[src/rtl/freq_step_ctrl.sv]
// freq_step_ctrl: converts debounced up/down levels into a bounded step index
// and hands the clock divider a new terminal count only at a divider wrap point.
module freq_step_ctrl #(
  parameter int NUM_STEPS  = 6,
  parameter int INIT_STEP  = 0,
  parameter int MAX_N      = 32,
  parameter int DIV_W      = 8,
  parameter int REPEAT_CYC = 25000000,
  parameter int WRAP_TMO   = 1048575
) (
  input  logic             CLK_50,
  input  logic             reset,
  input  logic             up_lvl,
  input  logic             dn_lvl,
  input  logic             div_wrap,
  output logic [DIV_W-1:0] div_n,
  output logic             div_load,
  output logic [2:0]       step_idx,
  output logic             busy,
  output logic             limit_hit
);

  localparam int RPT_W = (REPEAT_CYC > 1) ? $clog2(REPEAT_CYC + 1) : 1;
  localparam int TMO_W = (WRAP_TMO > 1) ? $clog2(WRAP_TMO + 1) : 1;

  localparam bit               RPT_EN   = (REPEAT_CYC > 0);
  localparam logic [RPT_W-1:0] RPT_LAST = (REPEAT_CYC > 0) ? RPT_W'(REPEAT_CYC - 1) : '0;
  localparam logic [TMO_W-1:0] TMO_LAST = TMO_W'(WRAP_TMO - 1);
  localparam logic [2:0]       TOP_STEP = 3'(NUM_STEPS - 1);
  localparam logic [2:0]       RST_STEP = 3'(INIT_STEP);
  localparam logic [DIV_W-1:0] RST_DIV  = DIV_W'(MAX_N >> INIT_STEP);

  typedef enum logic [1:0] {
    IDLE,
    WAIT_WRAP,
    LOAD
  } state_e;

  state_e           state_q, state_d;
  logic             up_q, dn_q;
  logic [RPT_W-1:0] rpt_q, rpt_d;
  logic [TMO_W-1:0] tmo_q, tmo_d;
  logic [2:0]       nxt_q, nxt_d;
  logic [2:0]       step_q, step_d;
  logic [DIV_W-1:0] div_n_q, div_n_d;
  logic             load_q, load_d;
  logic             limit_q, limit_d;

  logic one_up, one_dn, held, rpt_fire, req_up, req_dn;

  // Request generation: rising edge of a lone level, plus auto-repeat while it is held.
  always_comb begin
    one_up   = up_lvl & ~dn_lvl;
    one_dn   = dn_lvl & ~up_lvl;
    held     = (one_up & up_q) | (one_dn & dn_q);
    rpt_fire = 1'b0;
    rpt_d    = '0;
    if (held && RPT_EN) begin
      if (rpt_q == RPT_LAST) begin
        rpt_fire = 1'b1;
      end else begin
        rpt_d = rpt_q + RPT_W'(1);
      end
    end
    req_up = one_up & (~up_q | rpt_fire);
    req_dn = one_dn & (~dn_q | rpt_fire);
  end

  // Next-state and output computation for the step-change FSM.
  always_comb begin
    state_d = state_q;
    nxt_d   = nxt_q;
    tmo_d   = tmo_q;
    step_d  = step_q;
    div_n_d = div_n_q;
    load_d  = 1'b0;
    limit_d = 1'b0;
    case (state_q)
      IDLE: begin
        if (req_up) begin
          if (step_q >= TOP_STEP) begin
            limit_d = 1'b1;
          end else begin
            nxt_d   = step_q + 3'd1;
            tmo_d   = '0;
            state_d = WAIT_WRAP;
          end
        end else if (req_dn) begin
          if (step_q == 3'd0) begin
            limit_d = 1'b1;
          end else begin
            nxt_d   = step_q - 3'd1;
            tmo_d   = '0;
            state_d = WAIT_WRAP;
          end
        end
      end
      WAIT_WRAP: begin
        // The commit happens on the way into LOAD so the new values are visible during LOAD.
        if (div_wrap || (tmo_q == TMO_LAST)) begin
          state_d = LOAD;
          step_d  = nxt_q;
          div_n_d = DIV_W'(MAX_N >> nxt_q);
          load_d  = 1'b1;
        end else begin
          tmo_d = tmo_q + TMO_W'(1);
        end
      end
      LOAD: begin
        state_d = IDLE;
      end
      default: begin
        state_d = IDLE;
      end
    endcase
  end

  // State registers with asynchronous active-low reset.
  always_ff @(posedge CLK_50 or negedge reset) begin
    if (!reset) begin
      state_q <= IDLE;
      up_q    <= 1'b0;
      dn_q    <= 1'b0;
      rpt_q   <= '0;
      tmo_q   <= '0;
      nxt_q   <= RST_STEP;
      step_q  <= RST_STEP;
      div_n_q <= RST_DIV;
      load_q  <= 1'b0;
      limit_q <= 1'b0;
    end else begin
      state_q <= state_d;
      up_q    <= up_lvl;
      dn_q    <= dn_lvl;
      rpt_q   <= rpt_d;
      tmo_q   <= tmo_d;
      nxt_q   <= nxt_d;
      step_q  <= step_d;
      div_n_q <= div_n_d;
      load_q  <= load_d;
      limit_q <= limit_d;
    end
  end

  assign div_n     = div_n_q;
  assign div_load  = load_q;
  assign step_idx  = step_q;
  assign busy      = (state_q != IDLE);
  assign limit_hit = limit_q;

endmodule

[config.mk]
export PLATFORM = sky130hd
export DESIGN_NAME = freq_step_ctrl
export DESIGN_NICKNAME = d
export VERILOG_FILES = /design/src/rtl/freq_step_ctrl.sv
export SDC_FILE = /design/constraint.sdc
export NUM_CORES = 1
export LEC_CHECK = 0
export CAP_MARGIN = 20
export CORE_MARGIN = 5
export CORE_UTILIZATION = 42
export CTS_CLUSTER_DIAMETER = 150
export DETAILED_ROUTE_END_ITERATION = 8
export PLACE_DENSITY = 0.6
export SLEW_MARGIN = 20
export SYNTH_ARGS = -nofsm -noshare
export SYNTH_HDL_FRONTEND = slang
export SYNTH_SLANG_ARGS = --single-unit
export TNS_END_PERCENT = 100
[constraint.sdc]
create_clock -name CLK_50 -period 4.94 [get_ports CLK_50]
set_input_delay 0.988 -clock CLK_50 [delete_from_list [all_inputs] [get_ports CLK_50]]
set_output_delay 0.988 -clock CLK_50 [all_outputs]
set_load 0.02 [all_outputs]
Word level (Yosys, flattened, before mapping)
Index checks and enable logic that the tools add are counted.
Storage, ports and cells
  word-level logic and storage cells: 76
  memories kept: 0
  bits of input ports: 5
  RAM bits: 0
  bits in read-only memories: 0
  bits in latches: 0
  output and inout port bits: 14
  register bits after elaboration: 65
Operators by class
  add/subtract/negate cells: 4
  bitwise gates (word level): 13
  multiplexer cells: 27
  shift-type cells: 1
  reductions and logical operators: 10
  divide/modulo/power cells: 0
  order comparisons: 1
  $mul: 0
  equality and inequality tests: 10
Operators by type and width (count)
  2-to-1 mux 20 bit: 5
  2-to-1 mux 25 bit: 2
  one-hot mux 20 bit (2 select lines): 1
  adder 25 x 1 -> 25 bit, second input constant: 1
  == test 25 bit, second input constant: 1
  adder 20 x 1 -> 20 bit, second input constant: 1
  == test 20 bit, second input constant: 1
  2-to-1 mux 3 bit: 4
  2-to-1 mux 2 bit: 5
  2-to-1 mux 1 bit: 9
  != test 3 bit, second input constant: 3
  != test 2 bit, second input constant: 4
  AND reduction 4 bit: 2
  right shift 6 x 3 -> 8 bit, first input constant: 1
  AND 1 bit: 6
  nonzero test 2 bit: 3
  AND reduction 5 bit: 1
  NOT 1 bit: 4
  one-hot mux 2 bit (2 select lines): 1
  adder 3 x 1 -> 3 bit, second input constant: 1
  >= comparator 3 bit, second input constant: 1
  zero test 3 bit: 1
  bitwise OR 1 bit: 3
  subtractor 3 x 1 -> 3 bit, second input constant: 1
  other kinds (4): 4

Logic depth before layout (Yosys ltp)
  depth in word-level cells: 10
  mapped depth: 9
  mapped depth without buffers: 8

Worst setup path after synthesis
Ideal clock, no wire load.
  kind: input to register
  start point: input port up_lvl
  end point: register nxt_q[1]
  path buffers: 1
  library setup time: 64 ps
  cell stages on the path: 9
  arrival: 2824 ps
  data required time: 4876 ps
  path slack: 2052 ps
  cells stage by stage: nor2b_1 nand2_1 o32ai_2 buf_2 inv_1 fa_1 inv_1 o41ai_1 a211o_1
On the way
  cells in the longest elaborated chain, start to end: 9
  elaborated cells between the ends (all ways): 16
  classes of those cells: eq/ne: 2; mux: 2; bitwise: 10; reduce/logical: 2
Ends and longest elaborated chain
  start: declaration: RTL line 13  | input logic up_lvl,
  NOT 1 bit: RTL line 54  | one_dn = dn_lvl & ~up_lvl;
  AND 1 bit: RTL line 54
  AND 1 bit: RTL line 55  | held = (one_up & up_q) | (one_dn & dn_q);
  bitwise OR 1 bit: RTL line 55
  2-to-1 mux 1 bit: RTL line 58  | if (held && RPT_EN) begin
  bitwise OR 1 bit, on equally long branches: RTL line 65, 66
  AND 1 bit, on equally long branches: RTL line 65, 66
  != test 2 bit (no source line) / nonzero test 2 bit (equally long branches)
  AND reduction 4 bit (no source line)
  end signal: assignment: RTL line 137  | nxt_q <= nxt_d;
  end: declaration: RTL line 43  | logic [2:0] nxt_q, nxt_d;
Several ways; a longest one is shown, not always the timed one.
A chain may end at the register's enable or synchronous reset.

Final worst setup path
  start point: input port up_lvl
  end point: register nxt_q[2]
The elaborated chain is that of the path after synthesis.

==> metrics.txt <==
MaxCap Viol Count 0; Slew Viols, Final 0; num ports 19; # resized after CTS 0; register bit total from synthesis 63; # clock sinks 63; DRT iter0 DRCs 122; Startpoint Class primary input; Die Y ~99 µm; HP Class reg2reg; clock latency at the later pin of the worst-skew pair 0.34 ns; critical path capture point type flip-flop; Crit Path Class in2reg; CTS tree yes; dpl ws 1.131 ns; fin nets roughly 370; final setup fails 0; Worst-path clk slew 0.07 ns; power per cell area around 440 nW/µm²; Core Util, Final between 40% and 50%; register area share after synthesis between 40% and 50%; Clock Tree Buf Depth 2; dpl hpwl between 4000 and 5000 µm; starting density of the core 42.89%; DRC errors left 0; Cell variety after synth between 50 and 60; GRT Total Usage 14.11%; fmax roughly 0.29 GHz; Max Clock Skew between 0.01 and 0.015 ns; H-tree level count 3; Setup TNS 0 ns; Leakage Power approximately 1.5 nW; antenna diode count 0; syn avg cell area 9.393 µm²; Clock Tree Root clkbuf_8; RSZ-0062 raised after global routing false; Cell Area, Synth around 3300 µm²; Worst EP arrival about 3.7 ns; minimum clock period ~3.5 ns; Routability Congestion roughly 0.85; die area between 9000 and 10000 µm²; vias per std cell about 5.5; Post-synth EDFFs 0; asr flop ratio synth between 90% and 100%; Fin. Hold Viols 0; Post-synth top flop dfrtp_1; share of layout cells above drive strength 1 between 9 and 10%; final std cells w/o fill roughly 470; VDD IR max between 200 and 250 µV; required time worst endpoint around 5.2 ns; FF-to-FF setup slack about 1.8 ns; placed instance count roughly 460; synth warn 0; Num CTS Buffers 9; area delta synth->final 14.00%; initial antenna violation count 0; grt total ovfl 0; first-pass GRT wire length 11310 µm; vias in the first global route between 2000 and 2500; largest net degree at the start of global routing 43; final period utilization a little over 70%; final wirelength 6511 µm; status finished clean; DIE WIDTH between 90 and 100 µm; relative slew slack between 30% and 40%; Port Buffers 16; core area 7687 µm²; DR pass1 iterations 5; worst-case hold slack between 0.4 and 0.5 ns; Post-CTS Setup Bufs 0; Core Rows 32; Post-DRT Antenna Nets 0; worst-margin pin slew 1.043 ns; routed via count around 2600; Post-Syn Instances between 300 and 400; Post-CTS Hold Buffers 0; Final WS setup approximately 1.5 ns; maximum fanout along the worst path 11; DR WL/cell between 10 and 15 µm
==> power breakdown <==
part	switching, mW	leakage, nW	total [mW]	internal (mW)
Sequential	0.131	0.844	0.739	0.608
Clock	0.200	0.112	0.511	0.311
Combinational	0.218	0.543	0.396	0.178
Total	0.549	1.50	1.65	1.10
==> stage by stage <==
step | total power [mW] | cell area [µm²]
CTS | 1.666 | 3759
floorplan | 1.007 | 3301
global route | 1.754 | 3759
finish | 1.646 | 3759
global placement | 1.140 | 3527
detailed placement | 1.148 | 3527
==> synthesized netlist by cell type (all sizes together) (2+ instances only) <==
cell	instances	area share, %
a211o	2	0.53
a21o	2	0.46
a21oi	3	0.46
a22o	2	0.57
a31oi	17	3.2
and3	4	0.76
and4	4	1.1
buf	6	1.2
clkbuf	10	1.1
dfrtp	62	47
ha	3	1.1
inv	18	2.0
mux2	5	1.7
mux2i	2	0.61
nand2	26	3.0
nand2b	2	0.38
nand3	21	3.2
nand4	11	2.1
nand4b	2	0.53
nor2	43	4.9
nor2b	5	0.95
nor3	18	2.7
nor3b	4	0.91
nor4	3	0.57
nor4b	3	1.2
o211ai	3	0.68
o21ai	19	2.9
o22a	2	0.53
o31ai	3	0.68
o41ai	2	0.53
or3	4	0.76
xnor2	10	2.7
xor2	12	3.2
==> layout by cell type, fill, tap and decap left out, types with 3 or more instances in the layout <==
cell / count
a21oi_1: 3
nand2_1: 26
a31oi_1: 17
nand3_1: 21
o211ai_1: 3
nor4_1: 3
clkbuf_8: 11
and4_1: 4
nor2_1: 43
xor2_1: 12
nor3_1: 18
o21ai_0: 12
or3_1: 4
dfrtp_1: 62
nor2b_1: 5
and3_1: 4
xnor2_1: 10
nand4_1: 11
ha_1: 3
o21ai_1: 7
nor3b_1: 4
clkdlybuf4s50_1: 15
inv_1: 18
mux2_2: 5
==> state kept, by name, summed over array words and instances, names as in the netlist <==
register / cells
nxt_q: 3
div_load: 1
up_q: 1
div_n: 6
tmo_q: 20
dn_q: 1
rpt_q: 25
state_q: 2
limit_hit: 1
step_idx: 3
==> kinds of logic after synthesis <==
kind of cell	after synthesis	share of synthesized area, %
simple gates	153	23.72
mux	7	2.315
other cells	1	0.1137
compound gates	66	13.89
flops	63	47.86
xor+xnor	22	5.844
fa+ha+maj	4	1.746
buf+inv	35	4.516
==> critical path: stages <==
cell and delay, ns:
clkdlybuf4s50_1 0.48, nor2b_1 0.28, nand2_1 0.11, o32ai_2 0.65, inv_1 0.16, fa_1 0.49, nor4_1 0.33, a211oi_1 0.08
o211ai_1 0.17
==> area by class of cell <==
class / instances / area, µm²
repair buffers: 18 / 170.2
inverters: 19 / 72.57
clock buffers: 11 / 151.4
well taps: 102 / 127.6
multi-input cells: 254 / 1579
flip-flops and latches: 63 / 1578
clock inverters: 5 / 80.08
fillers: 771 / 3929
==> routing by layer <==
metal	vias up	wire, µm	share of wire [%]	global-route usage, %
met3	4	272	4.2	3.609
met1	1258	3278	50	19.83
met4	0	38	0.58	4.412
met5	-	0	0	0
li1	1281	-	-	-
met2	45	2922	45	21.42
==> path summary, 6_finish.rpt <==
check / endpoint / start / cells past startpoint
setup / recovery: nxt_q[2] / up_lvl / 9
hold / removal: tmo_q[18] / tmo_q[18] / 1
setup reg to reg: nxt_q[2] / rpt_q[7] / 8
hold reg to reg: tmo_q[18] / tmo_q[18] / 1
max in group asynchronous: div_n[5] / reset / 2
min in group asynchronous: rpt_q[10] / reset / 1
No activity file was read; power rests on OpenSTA's default activity.
